==> config.mk <==
export PLATFORM = sky130hd
export DESIGN_NAME = seq_alu
export DESIGN_NICKNAME = d
export VERILOG_FILES = /design/src/rtl/seq_alu.sv
export SDC_FILE = /design/constraint.sdc
export NUM_CORES = 1
export LEC_CHECK = 0
export ABC_AREA = 1
export CAP_MARGIN = 20
export CORE_MARGIN = 2
export CORE_UTILIZATION = 45
export DETAILED_ROUTE_END_ITERATION = 7
export SETUP_SLACK_MARGIN = 0.05
export SLEW_MARGIN = 10
export SYNTH_ARGS = -nofsm -noshare
export SYNTH_HDL_FRONTEND = slang
export SYNTH_SLANG_ARGS = --single-unit
==> constraint.sdc <==
create_clock -name clk -period 3 [get_ports clk]
set_input_delay 0.9 -clock clk [delete_from_list [all_inputs] [get_ports clk]]
set_output_delay 0.9 -clock clk [all_outputs]
set_load 0.01 [all_outputs]
==> src/rtl/seq_alu.sv <==
// Sequential ALU: single-cycle logic/arithmetic ops plus a WIDTH-step shift-add unsigned multiply,
// with valid/ready handshakes on both operand and result sides.
module seq_alu #(
  parameter int unsigned WIDTH = 32,
  parameter int unsigned CNT_W = 6
) (
  input  logic             clk,
  input  logic             rst_n,
  input  logic             in_valid,
  output logic             in_ready,
  input  logic [2:0]       op,
  input  logic [WIDTH-1:0] a,
  input  logic [WIDTH-1:0] b,
  output logic             out_valid,
  input  logic             out_ready,
  output logic [WIDTH-1:0] result,
  output logic [WIDTH-1:0] result_hi,
  output logic             zero,
  output logic             carry_out,
  output logic             overflow
);

  localparam int unsigned W2  = 2 * WIDTH;
  localparam int unsigned WP1 = WIDTH + 1;

  localparam logic [2:0] OP_AND = 3'b000;
  localparam logic [2:0] OP_OR  = 3'b001;
  localparam logic [2:0] OP_ADD = 3'b010;
  localparam logic [2:0] OP_MUL = 3'b011;
  localparam logic [2:0] OP_NOR = 3'b100;
  localparam logic [2:0] OP_SUB = 3'b110;
  localparam logic [2:0] OP_SLT = 3'b111;

  typedef enum logic [1:0] {S_IDLE, S_MUL, S_DONE} state_t;

  state_t           state, state_d;
  logic [W2-1:0]    mcand, mcand_d;
  logic [W2-1:0]    acc, acc_d;
  logic [WIDTH-1:0] mplier, mplier_d;
  logic [CNT_W-1:0] cnt, cnt_d;
  logic             out_valid_d;
  logic [WIDTH-1:0] result_d, result_hi_d;
  logic             zero_d, carry_out_d, overflow_d;

  logic [WIDTH:0]   add_full, sub_full;
  logic             add_ovf, sub_ovf;
  logic [WIDTH-1:0] alu_res;
  logic             alu_carry, alu_ovf;
  logic             accept;
  logic [W2-1:0]    acc_step;

  assign in_ready = (state == S_IDLE) | ((state == S_DONE) & out_ready);
  assign accept   = in_valid & in_ready;

  // Single-cycle datapath; only consumed on an accept so idle X on a/b/op never reaches a register.
  always_comb begin
    add_full  = {1'b0, a} + {1'b0, b};
    sub_full  = {1'b0, a} + {1'b0, ~b} + WP1'(1);
    add_ovf   = (a[WIDTH-1] == b[WIDTH-1]) & (add_full[WIDTH-1] != a[WIDTH-1]);
    sub_ovf   = (a[WIDTH-1] != b[WIDTH-1]) & (sub_full[WIDTH-1] != a[WIDTH-1]);
    alu_res   = '0;
    alu_carry = 1'b0;
    alu_ovf   = 1'b0;
    case (op)
      OP_AND: alu_res = a & b;
      OP_OR:  alu_res = a | b;
      OP_NOR: alu_res = ~(a | b);
      OP_ADD: begin
        alu_res   = add_full[WIDTH-1:0];
        alu_carry = add_full[WIDTH];
        alu_ovf   = add_ovf;
      end
      OP_SUB: begin
        alu_res   = sub_full[WIDTH-1:0];
        alu_carry = sub_full[WIDTH];
        alu_ovf   = sub_ovf;
      end
      OP_SLT: begin
        alu_res   = WIDTH'(sub_full[WIDTH-1] ^ sub_ovf);
        alu_carry = sub_full[WIDTH];
      end
      default: alu_res = '0;
    endcase
  end

  assign acc_step = acc + (mplier[0] ? mcand : W2'(0));

  // Next-state and registered-output logic.
  always_comb begin
    state_d     = state;
    mcand_d     = mcand;
    acc_d       = acc;
    mplier_d    = mplier;
    cnt_d       = cnt;
    out_valid_d = out_valid;
    result_d    = result;
    result_hi_d = result_hi;
    zero_d      = zero;
    carry_out_d = carry_out;
    overflow_d  = overflow;

    case (state)
      S_IDLE, S_DONE: begin
        if ((state == S_DONE) && out_ready) begin
          state_d     = S_IDLE;
          out_valid_d = 1'b0;
        end
        if (accept) begin
          if (op == OP_MUL) begin
            mcand_d     = W2'(a);
            mplier_d    = b;
            acc_d       = '0;
            cnt_d       = CNT_W'(WIDTH);
            state_d     = S_MUL;
            out_valid_d = 1'b0;
          end else begin
            result_d    = alu_res;
            result_hi_d = '0;
            zero_d      = (alu_res == '0);
            carry_out_d = alu_carry;
            overflow_d  = alu_ovf;
            state_d     = S_DONE;
            out_valid_d = 1'b1;
          end
        end
      end
      S_MUL: begin
        if (cnt != '0) begin
          acc_d    = acc_step;
          mcand_d  = mcand << 1;
          mplier_d = mplier >> 1;
          cnt_d    = cnt - CNT_W'(1);
        end else begin
          // Step counter exhausted: publish the accumulated product.
          result_d    = acc[WIDTH-1:0];
          result_hi_d = acc[W2-1:WIDTH];
          zero_d      = (acc[WIDTH-1:0] == '0);
          carry_out_d = 1'b0;
          overflow_d  = 1'b0;
          state_d     = S_DONE;
          out_valid_d = 1'b1;
        end
      end
      default: state_d = S_IDLE;
    endcase
  end

  always_ff @(posedge clk or negedge rst_n) begin
    if (!rst_n) begin
      state     <= S_IDLE;
      mcand     <= '0;
      acc       <= '0;
      mplier    <= '0;
      cnt       <= '0;
      out_valid <= 1'b0;
      result    <= '0;
      result_hi <= '0;
      zero      <= 1'b0;
      carry_out <= 1'b0;
      overflow  <= 1'b0;
    end else begin
      state     <= state_d;
      mcand     <= mcand_d;
      acc       <= acc_d;
      mplier    <= mplier_d;
      cnt       <= cnt_d;
      out_valid <= out_valid_d;
      result    <= result_d;
      result_hi <= result_hi_d;
      zero      <= zero_d;
      carry_out <= carry_out_d;
      overflow  <= overflow_d;
    end
  end

endmodule

**Yosys cells after proc, flatten, opt, wreduce, memory -nomap -nowiden**

Cells that the tools add are included.

- Bits in registers: 236
- Input bits: 71
- Output and inout bits: 69
- Logic and storage cells: 106

- Add/subtract/negate cells: 5
- Equality and inequality tests: 18
- Multiplexer cells: 49
- Bitwise operators: 10
- Reductions and logical operators: 13

Operators with widths:

| kind | number |
|---|---|
| $mux 64 | 7 |
| $mux 32 | 9 |
| $pmux 64 s2 | 2 |
| $pmux 32 s2 | 3 |
| $pmux 32 s6 | 1 |
| $add 32x32->33 | 2 |
| $add 64x64->64 | 1 |
| $logic_not 32->1 | 2 |
| $not 32->32 | 2 |
| $add 33x1->33 const B | 1 |
| $and 32x32->32 | 1 |
| $or 32x32->32 | 1 |
| $mux 6 | 3 |
| $mux 1 | 12 |
| $pmux 1 s2 | 6 |
| $pmux 6 s2 | 1 |
| $ne 2x2->1 const B | 5 |
| $eq 3x3->1 const B | 3 |
| $mux 2 | 4 |
| $reduce_and 4->1 | 2 |
| $eq 3x2->1 const B | 2 |
| $reduce_bool 6->1 | 1 |
| $sub 6x1->6 const B | 1 |
| $and 1x1->1 | 4 |
| 16 further kinds | 19 |

**Longest topological paths before layout**

- Depth in word-level cells: 11
- Mapped depth: 31
- Depth with buffers taken out: 30

**Worst setup path before layout**

Ideal clock, no wire load.

- Path kind: input to register
- From: input a[23]
- To: register zero
- Library setup time: 0.077 ns
- Arrival: 3.641 ns
- Data required time: 2.923 ns
- Setup slack: -0.718 ns
- Cell stages on the path: 19
- Path buffers: 1
- Path through: inv_1 -> ha_1 -> buf_2 -> nor2_1 -> nand2_1 -> nor4_1 -> nand3_1 -> nand2_1 -> a21oi_1 -> o21ai_0 -> fa_1 -> a22o_1 -> a211oi_1 -> nand2_1 -> nor2_1 -> nand3_1 -> nor2_1 -> nand3_1 -> a21oi_1

- Word-level cells in the longest chain between the ends: 10
- Elaborated cells between the ends (all ways): 14
- Classes of those cells: add/sub (3); eq/ne (1); mux (4); bitwise (5); reduce/logical (1)

Ends and longest elaborated chain:

| what | RTL line | RTL |
|---|---|---|
| start: declaration | 12 | `input logic [WIDTH-1:0] a,` |
| $add 32x32->33 | 58 | `sub_full = {1'b0, a} + {1'b0, ~b} + WP1'(1);` |
| $add 33x1->33 | 58 |  |
| $ne 1x1->1 | 60 | `sub_ovf = (a[WIDTH-1] != b[WIDTH-1]) & (sub_full[WIDTH-1] != a[WIDTH-1]);` |
| $and 1x1->1 | 60 |  |
| $xor 1x1->1 | 79 | `alu_res = WIDTH'(sub_full[WIDTH-1] ^ sub_ovf);` |
| $pmux 32 s6 * | 64 | `case (op)` |
| $logic_not 32->1 * | 119 | `zero_d = (alu_res == '0);` |
| $mux 1 * | 109 | `if (op == OP_MUL) begin` |
| $mux 1 * | 108 | `if (accept) begin` |
| $pmux 1 s2 * | 102 | `case (state)` |
| end signal: assignment | 170 | `zero <= zero_d;` |
| end: declaration | 18 | `output logic zero,` |

Mark *: on every way between the ends. The rest lies on a longest branch, timed or not. The select of a mux whose other input is x is not followed.
A chain may end at the register's enable or synchronous reset.

**Worst setup path in the final report**

- From: input b[4]
- To: register zero

- Word-level cells in the longest chain between the ends: 11
- Elaborated cells between the ends (all ways): 15
- Classes of those cells: add/sub (3); eq/ne (1); mux (4); bitwise (6); reduce/logical (1)

Ends and longest elaborated chain:

| what | RTL line | RTL |
|---|---|---|
| start: declaration | 13 | `input logic [WIDTH-1:0] b,` |
| $not 32->32 | 58 |  |
| $add 32x32->33 | 58 |  |
| $add 33x1->33 | 58 |  |
| $ne 1x1->1 | 60 |  |
| $and 1x1->1 | 60 |  |
| $xor 1x1->1 | 79 |  |
| $pmux 32 s6 * | 64 |  |
| $logic_not 32->1 * | 119 |  |
| $mux 1 * | 109 |  |
| $mux 1 * | 108 |  |
| $pmux 1 s2 * | 102 |  |

Marked as above.

==> flow_summary.yaml <==
status:
  status: "finished, violations left"
  violations: "setup timing"
global_routing:
  grt_pass1_vias: 23800
  grt_pass1_wl_microns: 135000
  grt_max_degree: 86
  grt.overflow.total: 0
  track_usage: 0.368
  antenna_found_initial: 1
logic_synthesis:
  async_flop_share: 1.00
  syn_area_sq_um: 20600
  seq_area_frac_synth: 0.287
  synthAdderAreaFrac: 0.107
  yosys.area_share.xor_xnor: 0.00638
  synthesis.nets: 3456
  syn_avg_cell_area_sq_um: 6.41
  synth_edf_count: 0
  ys.flop_type: "dfrtp_1"
  synth.mux.area_fraction: 0
  synth_compound_area_frac: 0.173
  synth_top_family_by_area: "simple AND/OR/NAND/NOR gates"
  yosys.area_share.simple: 0.306
  synthCells: 3212
  synth_cell_types: 48
  ys_warn_count: 0
  yosys_register_bits: 236
timing:
  relSlewSlack: 0.300
  worst_pin_slew_ps: 1050
  hold_ws_ps: 209
  hold_viol: 0
  slew_violations: 0
  finClkSkew_ps: 32.1
  period_share: 1.15
  setup_ws_ps: -459
  setup_viol: 2
  min_period_ps: 3460
  rsz0062_at_grt: "yes"
  fmax_mhz: 289
routing:
  wirelength_microns: 92300
  drt-initial-drc-count: 2468
  ant_nets: 0
  vias: 25300
  viasPerCell: 5.55
  drc_errors: 0
  drt_pre_antenna_iters: 6
  wl_per_cell_microns: 20.2
run:
  max_cap_viol_count: 0
clock_network:
  numCtsBuffers: 29
  cts_tree: "built"
  cts_buffer_depth: 3
  clkSinkCount: 236
  clk_pin_slew_ps: 70
  clock_latency_ps: 630
  htreeDepth: 1
  clock-root-buffer: "clkbuf_16"
placed_design:
  pre_cts_ws_ps: -1810
  hpwl_microns: 68800
  io_buffers: 139
  place_congestion: 1.03
pwr:
  sw_frac_of_total: 0.431
  p_per_area_nw_per_um2: 623
  p_leak_nw: 15.7
  p_comb_frac: 0.527
  seq_power_share: 0.267
  vdd_drop_max_v: 0.000574
  p_total_w: 0.0194
  internal-power_w: 0.0110
  power_switching_w: 0.00836
  power.share.clock: 0.207
floorplan:
  start_util: 0.455
  die_w_microns: 218
  dieArea_sq_um: 47500
  rows: 78
  die_y_microns: 218
  ios: 140
  design.core.area_sq_um: 45300
worst_setup_path:
  worst_ep_required_time_ps: 3560
  slowest_delay_ps: 290
  cpMaxStageDelayCell: "fa_2"
  start_kind: "input pin"
  crit_arrival_ps: 4020
  end_kind: "register"
  cp_common_cell: "nand2_1"
  path_max_fanout: 3
  crit_type: "input pin to register"
  reg2reg_depth: 15
  rrSetupSlack_ps: 90
cells_and_area:
  nets: 4184
  fin_util: 0.688
  area_growth_pct: 51.3
  fillers: 3883
  drive_above_1_share: 0.326
  antenna_cells: 0
hold_path:
  min_path_type: "input pin to async pin"
==> final timing paths <==
path                                 to         start
hold / removal                mplier[2]         rst_n
hold reg to reg            result_hi[8]  result_hi[8]
min in group clk           result_hi[8]  result_hi[8]
max in group asynchronous    mplier[24]         rst_n
setup reg to reg                acc[37]     mplier[0]
setup / recovery                   zero          b[4]
==> area by class of cell <==
type	count	area [sq um]	area share
clock inverter	17	273	0.00876
clock buffer	35	778	0.0250
multi-input combinational	2343	14600	0.469
timing repair buffer	809	6780	0.218
inverter	521	2040	0.0656
tap	600	751	0.0241
sequential	236	5910	0.190
==> metal layers <==
layer  global-route usage  vias up  routed length [microns]
met4                0.163        0                     4290
met5                    0        -                        0
met1                0.523    12100                    40200
met2                0.547     1196                    39300
li1                     -    11800                        -
met3               0.0596      168                     8550
==> layout by cell type, fill, tap and decap left out, types with 73 or more instances in the layout <==
cell	n
dfrtp_1	235
clkdlybuf4s50_1	76
a21oi_1	164
inv_2	74
ha_4	73
o21ai_0	114
nand2_2	75
nand3_1	180
inv_1	420
buf_4	624
nor2_1	283
ha_1	73
nand2_1	805
==> logic make-up after synthesis <==
kind of cell	Yosys count
compound gates	608
flops	236
buf+inv	633
simple gates	1547
fa+ha+maj	173
xor+xnor	15
==> sequential cells by signal, summed over array words and instances, names as in the netlist <==
name,flops
state,2
cnt,6
zero,1
acc,64
mcand,64
out_valid,1
result,32
mplier,32
result_hi,32
carry_out,1
overflow,1
==> Yosys cell counts, types with 5 or more instances <==
cell,instances,share of area
nand2_2,6,0.0018
nor4_1,8,0.0024
a31oi_1,19,0.0058
o21ai_1,11,0.0027
nor2_1,353,0.064
o31ai_1,10,0.0036
buf_2,34,0.0083
clkbuf_1,59,0.011
inv_1,512,0.093
o21ai_0,160,0.039
nand3_1,206,0.050
ha_1,169,0.10
a21oi_1,212,0.052
a21o_1,11,0.0040
nor3_1,27,0.0066
and2_1,5,0.0015
o211ai_1,30,0.011
nand2_1,889,0.16
o21a_1,7,0.0026
xor2_1,11,0.0047
o22ai_1,70,0.021
buf_6,7,0.0038
buf_1,8,0.0015
nand4_1,29,0.0088
inv_2,9,0.0016
a221oi_1,36,0.015
dfrtp_1,236,0.29
o21bai_1,22,0.0080
nor2_2,11,0.0033
==> power by group through the flow <==
| stage | clock network (W) | logic [W] | registers, W |
|---|---|---|---|
| global route | 0.00417 | 0.0110 | 0.00528 |
| CTS | 0.00405 | 0.00860 | 0.00507 |
| finish | 0.00401 | 0.0102 | 0.00517 |
| global placement | 0 | 0.00807 | 0.00507 |
| floorplan | 0 | 0.00468 | 0.00491 |
| detailed placement | 0 | 0.00827 | 0.00509 |
==> worst max-delay path: cells and delay by family <==
kind | cells | cell delay [ps]
fa+ha+maj | 2 | 490
simple gates | 22 | 2030
compound gates | 3 | 370
buf+inv | 2 | 180
==> timing repair <==
action / 4_1_cts / 5_1_grt
setup endpoints to repair: 37 / 57
pin swaps: 103 / 146
resized for setup: 396 / 450
endpoints found under the hold margin: 0 / 0
hold buffers: 0 / 0
buffers inserted: 78 / 45
cloned: 0 / 3
==> stage by stage <==
stage	cells	setup TNS [ps]	area, sq um
global placement	4404	-27380	27200
finish	4561	-634	31100
CTS	4529	-782	29300
global route	4561	-981	31100
floorplan	3212	-1170	21100
detailed placement	4404	-31290	27200
(Power assumes the default switching activity.)
